$ cat config.mk
export PLATFORM = sky130hd
export DESIGN_NAME = operand_forward_stage_flat
export DESIGN_NICKNAME = d
export VERILOG_FILES = /design/src/rtl/operand_forward_stage_if.sv /design/src/rtl/operand_forward_stage.sv /design/src/flat_wrapper.sv
export SDC_FILE = /design/constraint.sdc
export NUM_CORES = 1
export LEC_CHECK = 0
export ABC_AREA = 0
export CORE_MARGIN = 3
export CORE_UTILIZATION = 40
export CTS_CLUSTER_SIZE = 12
export DETAILED_ROUTE_END_ITERATION = 16
export PLACE_DENSITY_LB_ADDON = 0.08
export SETUP_SLACK_MARGIN = 0.1
export SLEW_MARGIN = 5
export SYNTH_ARGS = -nofsm -noshare
export SYNTH_HDL_FRONTEND = slang
export SYNTH_SLANG_ARGS = --single-unit
$ cat constraint.sdc
create_clock -name clk -period 7.9 [get_ports clk]
set_clock_uncertainty 0.15 [all_clocks]
set_input_delay 1.58 -clock clk [delete_from_list [all_inputs] [get_ports clk]]
set_output_delay 1.58 -clock clk [all_outputs]
set_load 0.01 [all_outputs]
$ cat src/rtl/operand_forward_stage_if.sv
// Decode-to-EX operand bus: decode operands, forwarding sources, hazard
// inputs, and the registered EX-stage results with stall status.
interface operand_forward_stage_if;
  localparam int unsigned XLEN = 32;
  localparam int unsigned AW   = 5;
  localparam int unsigned CW   = 8;

  // decode stage
  logic            valid_id;
  logic [AW-1:0]   rs1_address_id;
  logic [AW-1:0]   rs2_address_id;
  logic [AW-1:0]   rd_address_id;
  logic [XLEN-1:0] rs1_data_id;
  logic [XLEN-1:0] rs2_data_id;

  // forwarding requests and sources
  logic            forward_enable_to_rs1_from_mem_stage_signal;
  logic            forward_enable_to_rs2_from_mem_stage_signal;
  logic            forward_enable_to_rs1_from_wb_stage_signal;
  logic            forward_enable_to_rs2_from_wb_stage_signal;
  logic [XLEN-1:0] alu_result_mem_stage;
  logic [XLEN-1:0] writeback_data_wb_stage;

  // load-use detection and pipeline control
  logic            mem_read_alu_stage;
  logic [AW-1:0]   destination_address_alu_stage;
  logic            flush;
  logic            hold_ex;

  // EX stage results
  logic [XLEN-1:0] operand1_ex;
  logic [XLEN-1:0] operand2_ex;
  logic [AW-1:0]   rd_address_ex;
  logic            valid_ex;
  logic            stall_if_id;
  logic [CW-1:0]   stall_count;

  // upstream/bench side
  modport master (
    output valid_id, rs1_address_id, rs2_address_id, rd_address_id,
           rs1_data_id, rs2_data_id,
           forward_enable_to_rs1_from_mem_stage_signal,
           forward_enable_to_rs2_from_mem_stage_signal,
           forward_enable_to_rs1_from_wb_stage_signal,
           forward_enable_to_rs2_from_wb_stage_signal,
           alu_result_mem_stage, writeback_data_wb_stage,
           mem_read_alu_stage, destination_address_alu_stage, flush, hold_ex,
    input  operand1_ex, operand2_ex, rd_address_ex, valid_ex,
           stall_if_id, stall_count
  );

  // stage side
  modport slave (
    input  valid_id, rs1_address_id, rs2_address_id, rd_address_id,
           rs1_data_id, rs2_data_id,
           forward_enable_to_rs1_from_mem_stage_signal,
           forward_enable_to_rs2_from_mem_stage_signal,
           forward_enable_to_rs1_from_wb_stage_signal,
           forward_enable_to_rs2_from_wb_stage_signal,
           alu_result_mem_stage, writeback_data_wb_stage,
           mem_read_alu_stage, destination_address_alu_stage, flush, hold_ex,
    output operand1_ex, operand2_ex, rd_address_ex, valid_ex,
           stall_if_id, stall_count
  );
endinterface

$ cat src/rtl/operand_forward_stage.sv
// ID/EX operand stage: selects forwarded operands, detects load-use hazards,
// inserts a one-cycle bubble, and counts load-use stall cycles.
module operand_forward_stage (
  input logic                    clk,
  input logic                    reset,
  operand_forward_stage_if.slave bus
);
  localparam int unsigned XLEN = 32;
  localparam int unsigned AW   = 5;
  localparam int unsigned CW   = 8;

  typedef enum logic {RUN = 1'b0, LOAD_STALL = 1'b1} state_t;

  state_t          state_q, state_nxt;
  logic [XLEN-1:0] op1_q, op1_nxt, op1_sel;
  logic [XLEN-1:0] op2_q, op2_nxt, op2_sel;
  logic [AW-1:0]   rd_q, rd_nxt;
  logic            valid_q, valid_nxt;
  logic [CW-1:0]   cnt_q, cnt_nxt;
  logic            hazard;
  logic            stall_c;

  // Mem result is younger than wb, so it wins; x0 is never forwarded.
  function automatic logic [XLEN-1:0] fwd_sel(
    input logic [AW-1:0]   addr,
    input logic            en_mem,
    input logic            en_wb,
    input logic [XLEN-1:0] mem_val,
    input logic [XLEN-1:0] wb_val,
    input logic [XLEN-1:0] rf_val
  );
    logic [XLEN-1:0] res;
    res = rf_val;
    if (addr != AW'(0)) begin
      if (en_mem)     res = mem_val;
      else if (en_wb) res = wb_val;
    end
    return res;
  endfunction

  assign op1_sel = fwd_sel(bus.rs1_address_id,
                           bus.forward_enable_to_rs1_from_mem_stage_signal,
                           bus.forward_enable_to_rs1_from_wb_stage_signal,
                           bus.alu_result_mem_stage, bus.writeback_data_wb_stage,
                           bus.rs1_data_id);
  assign op2_sel = fwd_sel(bus.rs2_address_id,
                           bus.forward_enable_to_rs2_from_mem_stage_signal,
                           bus.forward_enable_to_rs2_from_wb_stage_signal,
                           bus.alu_result_mem_stage, bus.writeback_data_wb_stage,
                           bus.rs2_data_id);

  // Load in ALU stage whose destination feeds a source of the decode instruction.
  assign hazard = bus.valid_id & bus.mem_read_alu_stage
                & (bus.destination_address_alu_stage != AW'(0))
                & ((bus.destination_address_alu_stage == bus.rs1_address_id)
                 | (bus.destination_address_alu_stage == bus.rs2_address_id));

  // Next-state, EX register next values and decode stall; flush > hold > hazard.
  always_comb begin
    state_nxt = state_q;
    op1_nxt   = op1_q;
    op2_nxt   = op2_q;
    rd_nxt    = rd_q;
    valid_nxt = valid_q;
    cnt_nxt   = cnt_q;
    stall_c   = 1'b0;
    if (bus.flush) begin
      valid_nxt = 1'b0;
      state_nxt = RUN;
    end else if (bus.hold_ex) begin
      stall_c = 1'b1;
    end else if ((state_q == RUN) && hazard) begin
      stall_c   = 1'b1;
      state_nxt = LOAD_STALL;
      valid_nxt = 1'b0;
      if (cnt_q != {CW{1'b1}}) cnt_nxt = cnt_q + CW'(1);
    end else begin
      op1_nxt   = op1_sel;
      op2_nxt   = op2_sel;
      rd_nxt    = bus.rd_address_id;
      valid_nxt = bus.valid_id;
      state_nxt = RUN;
    end
    if (reset) stall_c = 1'b0;
  end

  // FSM state register.
  always_ff @(posedge clk or posedge reset) begin
    if (reset) state_q <= RUN;
    else       state_q <= state_nxt;
  end

  // EX-stage registers and stall counter.
  always_ff @(posedge clk or posedge reset) begin
    if (reset) begin
      op1_q   <= '0;
      op2_q   <= '0;
      rd_q    <= '0;
      valid_q <= 1'b0;
      cnt_q   <= '0;
    end else begin
      op1_q   <= op1_nxt;
      op2_q   <= op2_nxt;
      rd_q    <= rd_nxt;
      valid_q <= valid_nxt;
      cnt_q   <= cnt_nxt;
    end
  end

  assign bus.operand1_ex   = op1_q;
  assign bus.operand2_ex   = op2_q;
  assign bus.rd_address_ex = rd_q;
  assign bus.valid_ex      = valid_q;
  assign bus.stall_count   = cnt_q;
  assign bus.stall_if_id   = stall_c;
endmodule

$ cat src/flat_wrapper.sv
// flat-port wrapper written by rule: the top's interface ports become plain ports
module operand_forward_stage_flat 
  (clk, reset, bus_valid_id, bus_rs1_address_id, bus_rs2_address_id, bus_rd_address_id, bus_rs1_data_id, bus_rs2_data_id, bus_forward_enable_to_rs1_from_mem_stage_signal, bus_forward_enable_to_rs2_from_mem_stage_signal, bus_forward_enable_to_rs1_from_wb_stage_signal, bus_forward_enable_to_rs2_from_wb_stage_signal, bus_alu_result_mem_stage, bus_writeback_data_wb_stage, bus_mem_read_alu_stage, bus_destination_address_alu_stage, bus_flush, bus_hold_ex, bus_operand1_ex, bus_operand2_ex, bus_rd_address_ex, bus_valid_ex, bus_stall_if_id, bus_stall_count);
  operand_forward_stage_if bus_i ();
  input logic clk;
  input logic reset;
  input wire logic [$bits(bus_i.valid_id)-1:0] bus_valid_id;
  input wire logic [$bits(bus_i.rs1_address_id)-1:0] bus_rs1_address_id;
  input wire logic [$bits(bus_i.rs2_address_id)-1:0] bus_rs2_address_id;
  input wire logic [$bits(bus_i.rd_address_id)-1:0] bus_rd_address_id;
  input wire logic [$bits(bus_i.rs1_data_id)-1:0] bus_rs1_data_id;
  input wire logic [$bits(bus_i.rs2_data_id)-1:0] bus_rs2_data_id;
  input wire logic [$bits(bus_i.forward_enable_to_rs1_from_mem_stage_signal)-1:0] bus_forward_enable_to_rs1_from_mem_stage_signal;
  input wire logic [$bits(bus_i.forward_enable_to_rs2_from_mem_stage_signal)-1:0] bus_forward_enable_to_rs2_from_mem_stage_signal;
  input wire logic [$bits(bus_i.forward_enable_to_rs1_from_wb_stage_signal)-1:0] bus_forward_enable_to_rs1_from_wb_stage_signal;
  input wire logic [$bits(bus_i.forward_enable_to_rs2_from_wb_stage_signal)-1:0] bus_forward_enable_to_rs2_from_wb_stage_signal;
  input wire logic [$bits(bus_i.alu_result_mem_stage)-1:0] bus_alu_result_mem_stage;
  input wire logic [$bits(bus_i.writeback_data_wb_stage)-1:0] bus_writeback_data_wb_stage;
  input wire logic [$bits(bus_i.mem_read_alu_stage)-1:0] bus_mem_read_alu_stage;
  input wire logic [$bits(bus_i.destination_address_alu_stage)-1:0] bus_destination_address_alu_stage;
  input wire logic [$bits(bus_i.flush)-1:0] bus_flush;
  input wire logic [$bits(bus_i.hold_ex)-1:0] bus_hold_ex;
  output wire logic [$bits(bus_i.operand1_ex)-1:0] bus_operand1_ex;
  output wire logic [$bits(bus_i.operand2_ex)-1:0] bus_operand2_ex;
  output wire logic [$bits(bus_i.rd_address_ex)-1:0] bus_rd_address_ex;
  output wire logic [$bits(bus_i.valid_ex)-1:0] bus_valid_ex;
  output wire logic [$bits(bus_i.stall_if_id)-1:0] bus_stall_if_id;
  output wire logic [$bits(bus_i.stall_count)-1:0] bus_stall_count;
  assign bus_i.valid_id = bus_valid_id;
  assign bus_i.rs1_address_id = bus_rs1_address_id;
  assign bus_i.rs2_address_id = bus_rs2_address_id;
  assign bus_i.rd_address_id = bus_rd_address_id;
  assign bus_i.rs1_data_id = bus_rs1_data_id;
  assign bus_i.rs2_data_id = bus_rs2_data_id;
  assign bus_i.forward_enable_to_rs1_from_mem_stage_signal = bus_forward_enable_to_rs1_from_mem_stage_signal;
  assign bus_i.forward_enable_to_rs2_from_mem_stage_signal = bus_forward_enable_to_rs2_from_mem_stage_signal;
  assign bus_i.forward_enable_to_rs1_from_wb_stage_signal = bus_forward_enable_to_rs1_from_wb_stage_signal;
  assign bus_i.forward_enable_to_rs2_from_wb_stage_signal = bus_forward_enable_to_rs2_from_wb_stage_signal;
  assign bus_i.alu_result_mem_stage = bus_alu_result_mem_stage;
  assign bus_i.writeback_data_wb_stage = bus_writeback_data_wb_stage;
  assign bus_i.mem_read_alu_stage = bus_mem_read_alu_stage;
  assign bus_i.destination_address_alu_stage = bus_destination_address_alu_stage;
  assign bus_i.flush = bus_flush;
  assign bus_i.hold_ex = bus_hold_ex;
  assign bus_operand1_ex = bus_i.operand1_ex;
  assign bus_operand2_ex = bus_i.operand2_ex;
  assign bus_rd_address_ex = bus_i.rd_address_ex;
  assign bus_valid_ex = bus_i.valid_ex;
  assign bus_stall_if_id = bus_i.stall_if_id;
  assign bus_stall_count = bus_i.stall_count;
  operand_forward_stage u_core (.clk(clk), .reset(reset), .bus(bus_i));
endmodule
==> results_dict.tcl, run 1 <==
set metrics [dict create \
    status "completed" \
    holdWs_ns 0.3543 \
    rows 38 \
    via_per_inst 5.899 \
    worstMarginPinSlew_ns 1.244 \
    final_cell_mix "clkdlybuf4s50_1 (236), nand3_1 (100), dfrtp_1 (79)" \
    ant_nets 0 \
    cap_viol_max_count 0 \
    dp_hpwl_um 12100 \
    fin_crit_sh_pct 71.40 \
    first_pass_iters 5 \
    min_from "u_core.bus.operand2_ex[12]$_DFFE_PP0P_" \
    coreArea_mm2 0.01103 \
    clock_latency_ns 0.33 \
    crit_path_max_fanout 9 \
    layout-drive-gt1-share_pct 15.06 \
    drt-total-wl_um 17390 \
    critPathCaptureType "output port" \
    path_clk_slew_ns 0.06 \
    leakage_nw 2.830 \
    p_sw_uw 380.7 \
    synthCells 486 \
    wl_per_cell_um 20.60 \
    cts_buffers 9 \
    place_ws_ns 2.258 \
    clock-root-buffer "clkbuf_16" \
    p_seq_share_pct 37.7 \
    netlist_area_mm2 0.004608 \
    ys_warn_count 0 \
    swShare_pct 27.99 \
    io_buffers 236 \
    max-slew-margin-rel_pct 17.10 \
    cts_resized 0 \
    area_delta_synth_final_pct 58.87 \
    clockPowerShare_pct 28.5 \
    finalNonFillerCells 844 \
    cp.arrival_ns 3.91 \
    postCtsHoldBufs 0 \
    grt.overflow.total 0 \
    grt_first_pass_wirelength_um 27490 \
    grt_pass1_vias 5289 \
    synth_area_leaders "dfrtp_1 (43%), mux2_2 (17%), nand3_1 (11%)" \
    post-cts-setup-buffer-count 0 \
    start_kind "input pin" \
    drt-initial-drc-count 428 \
    power.share.combinational_pct 33.8 \
    grt_max_degree 80 \
    start_util_pct 41.78 \
    fin_nets 858 \
    num_vias 4979 \
    ys_types 33 \
    drc 0 \
    rr_startpoint "u_core.state_q$_DFFE_PP0P_" \
    cts_max_level 3 \
    cts_tree "built" \
    syn_area_per_cell_um2 9.482 \
    post-place-cells 828 \
    antenna_found_initial 0 \
    internal-power_uw 979.3 \
    hold_path_class "flop to flop" \
    hold_viol 0 \
    synth_area_leader_cell "dfrtp_1" \
    worst_slack_ns 2.260 \
    yosys.area.top_type_share_pct 42.90 \
    ys_seq_area_share_pct 42.90 \
    finalSetupTns_ns 0 \
    async_flop_share_pct 100.0 \
    cts.sinks 79 \
    ys.flop_type "dfrtp_1" \
    critPathKind "input pin to output port" \
    startpoint "bus_destination_address_alu_stage[3]" \
    die_h_um 113.3 \
    power_density_mw_per_mm2 185.8 \
    io_pins 237 \
    cts_buffer_depth 2 \
    gp_congestion 0.8838 \
    ir_worst_vdd_mv 0.1214 \
    slew_violations 0 \
    syn_nets 645 \
    max_freq_ghz 0.1773 \
    ys_seq_elements 79 \
    antennaDiodeCount 0 \
    synth_edf_count 0 \
    fin_crit_ns 5.640 \
    setup_violations 0 \
    crit_required_ns 6.17 \
    die_area_mm2 0.01284 \
    grt_usage_pct 27.14 \
    die_w_um 113.3 \
    final_util_pct 66.37 \
    rsz0062_at_grt "false" \
    layout_commonest_cell "clkdlybuf4s50_1" \
]
## worst paths after layout
kind | endpoint | cells past startpoint | slack (ns)
worst max-delay path | bus_stall_if_id | 7 | 2.26
worst min-delay path | u_core.bus.operand2_ex[12]$_DFFE_PP0P_ | 1 | 0.35
worst max register to register | u_core.bus.operand2_ex[31]$_DFFE_PP0P_ | 4 | 5.78
worst min register to register | u_core.bus.operand2_ex[12]$_DFFE_PP0P_ | 1 | 0.35
max in group asynchronous | u_core.bus.rd_address_ex[0]$_DFFE_PP0P_ | 3 | 5.16
min in group asynchronous | u_core.bus.stall_count[1]$_DFFE_PP0P_ | 3 | 1.76
## synthesized netlist by cell type (2+ instances only)
cell type,instances
buf_6,3
a21oi_1,32
nor2_1,8
nand2_1,11
a211oi_1,2
clkbuf_1,22
buf_1,7
nand3_1,100
dfrtp_1,79
nor2b_1,3
xnor2_1,17
nand4_1,2
mux2_2,70
inv_1,4
o21ai_0,36
buf_2,12
o22ai_1,61
o21ai_1,2
## state kept, by name, indices dropped and copies added (netlist names)
name                      count
u_core.bus.operand1_ex       32
u_core.bus.operand2_ex       32
u_core.bus.stall_count        8
u_core.bus.rd_address_ex      5
u_core.bus.valid_ex           1
u_core.state_q                1
## worst max-delay path, cell delays in order
cell	delay, ns
clkdlybuf4s50_1	0.56
xnor2_1	0.16
nand3_1	0.13
o22ai_2	0.42
nand2_1	0.17
a211oi_1	0.29
clkdlybuf4s50_1	0.61
## power groups by stage
stage          combinational (mW)  clock, mW  sequential (mW)
2_1_floorplan               0.146          0            0.551
3_3_place_gp                0.453          0            0.516
3_5_place_dp                0.460          0            0.520
4_1_cts                     0.462      0.396            0.514
5_1_grt                     0.491      0.413            0.524
6_report                    0.460      0.387            0.513
## cell families (layout without fill, tap and decap cells)
group / Yosys count / after routing / synth area share (%)
multiplexers: 70 / 70 / 17.11
XOR/XNOR: 17 / 17 / 3.231
adder cells (fa/ha/maj): 1 / 1 / 0.2715
AO/OA/AOI/OAI: 139 / 139 / 17.49
buffers and inverters: 48 / 266 / 4.724
flip-flops: 79 / 79 / 42.90
AND/OR/NAND/NOR: 132 / 132 / 14.28
## through the flow
step	power (mW)	instance area, um2
finish	1.360	7321
floorplan	0.6971	4608
detailed placement	0.9802	7044
global route	1.428	7321
CTS	1.372	7321
global placement	0.9690	7044
## layout make-up
cell class | count | area [um2]
fillers | 936 | 3710
multi-input cells | 359 | 2439
repair buffers | 246 | 2437
flip-flops and latches | 79 | 1977
clock buffers | 12 | 256.5
well taps | 140 | 175.2
clock inverters | 4 | 20.02
inverters | 4 | 16.27
## per-layer routing
layer | share of wire [%] | track usage (%) | routed length (um)
met5 | 0 | 0 | 0
met4 | 3.6 | 13.14 | 630
met3 | 11 | 8.235 | 1915
met2 | 47 | 43.72 | 8093
met1 | 39 | 33.19 | 6749
Power figures use the tool's default switching activity.
==> run 2: changes to the inputs <==
- clock period: 7.9 -> 5.2 ns (I/O delays scaled with it)
==> run 2 against run 1 <==
First-iteration DRC count up 26%. Largest cell class unchanged. Via count down 0.62%. Register-to-register slack worse by 2.7 ns. Core utilization grew 0.41 points.
==> results_dict.tcl, run 2 (synthesis results as in run 1) <==
set metrics [dict create \
    swShare_pct 27.49 \
    grt_usage_pct 26.24 \
    antennaDiodeCount 0 \
    die_area_mm2 0.01284 \
    io_pins 237 \
    crit_path_cell_trace "clkdlybuf4s50_1 > nor3_1 > a211oi_1 > nand2_1 > a211oi_1 > clkdlybuf4s50_1" \
    status "completed" \
    setup_violations 0 \
    cpPeakStageDelay_ns 0.59 \
    cts.sinks 79 \
    die_w_um 113.3 \
    power.share.combinational_pct 32.3 \
    hold_viol 0 \
    clock-root-buffer "clkbuf_16" \
    die_h_um 113.3 \
    final_util_pct 66.78 \
    via_per_inst 5.863 \
    reg2reg_to "u_core.bus.operand1_ex[1]$_DFFE_PP0P_" \
    placed_area_mm2 0.007044 \
    cts_resized 0 \
    clockPowerShare_pct 31.5 \
    max-slew-margin-rel_pct 20.27 \
    dp_hpwl_um 12310 \
    drt-initial-drc-count 539 \
    grt_pass1_vias 5084 \
    startpoint "bus_destination_address_alu_stage[3]" \
    reg2reg_slack_ns 3.06 \
    fin_nets 858 \
    fin_crit_sh_pct 86.59 \
    grt_first_pass_wirelength_um 26370 \
    gp_congestion 0.8951 \
    rr_startpoint "u_core.state_q$_DFFE_PP0P_" \
    p_sw_uw 592.5 \
    drc 0 \
    grt_max_degree 70 \
    critPathKind "input pin to output port" \
    antenna_found_initial 0 \
    cp.arrival_ns 3.31 \
    slew_violations 0 \
    hold_depth 1 \
    coreArea_mm2 0.01103 \
    clock_latency_ns 0.34 \
    crit_required_ns 4.01 \
    rows 38 \
    critPathCaptureType "output port" \
    area_delta_synth_final_pct 59.84 \
    path_clk_slew_ns 0.06 \
    stdcell_area_mm2 0.007366 \
    post-cts-setup-buffer-count 0 \
    ir_worst_vdd_mv 0.1940 \
    cts_max_level 3 \
    cap_viol_max_count 0 \
    layout_commonest_cell "clkdlybuf4s50_1" \
    hold_path_class "flop to flop" \
    leakage_nw 2.836 \
    p_seq_share_pct 36.2 \
    cts_tree "built" \
    first_pass_iters 5 \
    internal-power_mw 1.562 \
    worst_slack_ns 0.6971 \
    place_ws_ns 0.7385 \
    layout-drive-gt1-share_pct 15.20 \
    fin_crit_ns 4.503 \
    cts_buffer_depth 2 \
    wl_per_cell_um 20.20 \
    max_freq_ghz 0.2221 \
    cts_buffers 9 \
    finalSetupTns_ns 0 \
    postCtsHoldBufs 0 \
    grt.overflow.total 0 \
    whs_endpoint "u_core.bus.valid_ex$_DFFE_PP0P_" \
    r2r_cells 4 \
    num_vias 4948 \
    start_util_pct 41.78 \
    start_kind "input pin" \
    power_density_mw_per_mm2 292.6 \
    io_buffers 236 \
    ant_nets 0 \
    crit_slowest_cell "clkdlybuf4s50_1" \
    min_from "u_core.bus.valid_ex$_DFFE_PP0P_" \
    final_cell_mix "clkdlybuf4s50_1 (236), nand3_1 (100), dfrtp_1 (79)" \
    worstMarginPinSlew_ns 1.196 \
    rsz0062_at_grt "false" \
    crit_path_max_fanout 3 \
    drt-total-wl_um 17050 \
]
-- run 2: cell types whose count changed in the layout (fill, tap and decap cells not counted) --
cell | before | now
bufinv_16 | 0 | 2
clkbuf_1 | 1 | 0
clkbuf_8 | 2 | 0
clkinv_2 | 5 | 2
clkinvlp_4 | 0 | 3
inv_6 | 0 | 1
-- run 2: critical path: cells and delay by family --
family                 cells  cell delay [ns]
buffers and inverters      2             1.15
AND/OR/NAND/NOR            2             0.27
AO/OA/AOI/OAI              2             0.85
-- run 2: layout make-up --
cell class,count,area (um2)
inverter,4,16.27
fill,919,3665
tap,140,175.2
sequential,79,1977
multi-input combinational,359,2439
timing repair buffer,246,2437
clock buffer,9,225.2
clock inverter,7,96.34
-- run 2: worst max path at each step --
stage                      endpoint  slack [ns]  depth (start not counted)
floorplan           bus_stall_if_id        1.91                          5
global placement    bus_stall_if_id        0.79                          7
detailed placement  bus_stall_if_id        0.74                          7
CTS                 bus_stall_if_id        0.72                          7
global route        bus_stall_if_id        0.58                          7
finish              bus_stall_if_id        0.70                          6
-- run 2: metal layers --
| layer | share of wire, % | global-route usage [%] | vias to the layer above |
|---|---|---|---|
| li1 | - | - | 2266 |
| met1 | 39 | 33.19 | 2306 |
| met2 | 47 | 40.52 | 319 |
| met3 | 10 | 7.807 | 57 |
| met4 | 4.1 | 13.94 | 0 |
| met5 | 0 | 0 | - |
-- run 2: power by group through the flow --
| stage | Combinational (mW) | Sequential, mW | Clock [mW] |
|---|---|---|---|
| 3_5_place_dp | 0.698 | 0.792 | 0 |
| 3_3_place_gp | 0.689 | 0.785 | 0 |
| 6_report | 0.697 | 0.780 | 0.679 |
| 2_1_floorplan | 0.222 | 0.837 | 0 |
| 4_1_cts | 0.701 | 0.782 | 0.694 |
| 5_1_grt | 0.742 | 0.797 | 0.720 |
-- run 2: per-stage QoR --
step,hold WS [ns],cells,total power [mW]
finish,0.3467,844,2.155
detailed placement,0.3390,828,1.489
floorplan,0.3012,486,1.059
global placement,0.3362,828,1.474
global route,0.3724,844,2.258
CTS,0.3525,844,2.177
==> run 3: changes to the inputs <==
- CAP_MARGIN: default -> 20
- DONT_BUFFER_PORTS: default -> 1
==> run 3 against run 2 <==
Largest power group unchanged. Die area is the same. Via count shrank 19%. Clock power grew 3%. Hold slack gained 0.040 ns.
==> results_dict.tcl, run 3 (synthesis results as in run 1) <==
set metrics [dict create \
    placed_area_mm2 0.004702 \
    cts_buffer_depth 2 \
    io_buffers 0 \
    die_area_mm2 0.01284 \
    slew_violations 0 \
    cp.arrival_ns 2.30 \
    drt-total-wl_um 15290 \
    area_delta_synth_final_pct 9.503 \
    antenna_found_initial 1 \
    critPathKind "input pin to output port" \
    crit_slowest_cell "a211oi_1" \
    fin_crit_ns 3.494 \
    dp_hpwl_um 10540 \
    gp_congestion 0.8316 \
    rows 38 \
    critPathCaptureType "output port" \
    fin_crit_sh_pct 67.19 \
    start_util_pct 41.78 \
    drt-initial-drc-count 346 \
    layout_commonest_cell "nand3_1" \
    max-slew-margin-rel_pct 36.54 \
    layout-drive-gt1-share_pct 23.03 \
    path_clk_slew_ns 0.06 \
    power_density_mw_per_mm2 360.1 \
    fillers 1057 \
    status "completed" \
    die_h_um 113.3 \
    clock_latency_ns 0.34 \
    path_buf_inv 0 \
    antennaDiodeCount 0 \
    die_w_um 113.3 \
    finalSetupTns_ns 0 \
    start_kind "input pin" \
    cpPeakStageDelay_ns 0.45 \
    cp_top_family "compound AO/OA/AOI/OAI gates" \
    num_vias 3998 \
    grt_usage_pct 23.46 \
    cts_max_level 3 \
    io_pins 237 \
    setup_violations 0 \
    crit_path_max_fanout 9 \
    cts.sinks 79 \
    post-cts-setup-buffer-count 0 \
    grt_first_pass_wirelength_um 23460 \
    post-place-cells 592 \
    max_freq_ghz 0.2862 \
    hold_path_class "flop to flop" \
    grt.overflow.total 0 \
    crit_required_ns 4.01 \
    rsz0062_at_grt "false" \
    cts_resized 0 \
    drc 0 \
    clock-root-buffer "clkbuf_16" \
    grt_pass1_vias 4193 \
    ir_worst_vdd_mv 0.1889 \
    cts_tree "built" \
    stdcell_area_mm2 0.005046 \
    ant_nets 0 \
    via_per_inst 6.565 \
    cap_viol_max_count 0 \
    fin_nets 623 \
    leakage_nw 1.942 \
    crit_path_cell_trace "xnor2_1 > nand3_1 > o22ai_2 > nand2_1 > a211oi_1" \
    wl_per_cell_um 25.11 \
    cts_buffers 9 \
    worstMarginPinSlew_ns 0.9519 \
    hold_viol 0 \
    finalNonFillerCells 609 \
    final_cell_mix "nand3_1 (100), dfrtp_1 (79), mux2_2 (70)" \
    p_total_mw 1.817 \
    postCtsHoldBufs 0 \
    first_pass_iters 4 \
    grt_max_degree 70 \
    coreArea_mm2 0.01103 \
]
## run 3: routing by layer
layer,track usage [%],routed length (um)
met5,0,13
met2,37.32,7190
met3,8.610,1818
met1,28.68,5960
met4,9.936,308
## run 3: worst reg2reg max path, stage by stage, from the launching register on
cell and delay, ns:
dfrtp_1 0.39, a211oi_1 0.51, a21oi_4 0.10, buf_4 0.39, mux2_2 0.49
## run 3: final timing paths
check	end	start	cells past startpoint	slack, ns
worst max-delay path	bus_stall_if_id	bus_rs1_address_id[4]	5	1.71
worst min-delay path	u_core.state_q$_DFFE_PP0P_	u_core.state_q$_DFFE_PP0P_	2	0.39
worst max register to register	u_core.bus.operand2_ex[18]$_DFFE_PP0P_	u_core.state_q$_DFFE_PP0P_	4	3.05
worst min register to register	u_core.state_q$_DFFE_PP0P_	u_core.state_q$_DFFE_PP0P_	2	0.39
max in group asynchronous	u_core.bus.operand1_ex[26]$_DFFE_PP0P_	reset	2	3.39
min in group asynchronous	u_core.bus.stall_count[1]$_DFFE_PP0P_	reset	1	0.52
## run 3: where the power goes
group | switching [mW] | internal (mW)
clock | 0.252 | 0.446
sequential | 0.138 | 0.723
combinational | 0.118 | 0.141
## run 3: area by class of cell
type                       count  area [um2]  share of cell area (%)
multi-input combinational    359        2439                   48.33
sequential                    79        1977                   39.18
clock buffer                  11       252.7                   5.009
tap                          140       175.2                   3.471
timing repair buffer          11       106.4                   2.108
clock inverter                 5       80.08                   1.587
inverter                       4       16.27                  0.3223
## run 3: metrics by stage
stage	setup slack, ns	utilization, %	hold WS [ns]
2_1_floorplan	1.913	-	0.3012
3_3_place_gp	1.717	42.38	0.3865
3_5_place_dp	1.711	42.63	0.3680
4_1_cts	1.701	45.64	0.3823
5_1_grt	1.536	45.75	0.4356
6_report	1.706	45.75	0.3867
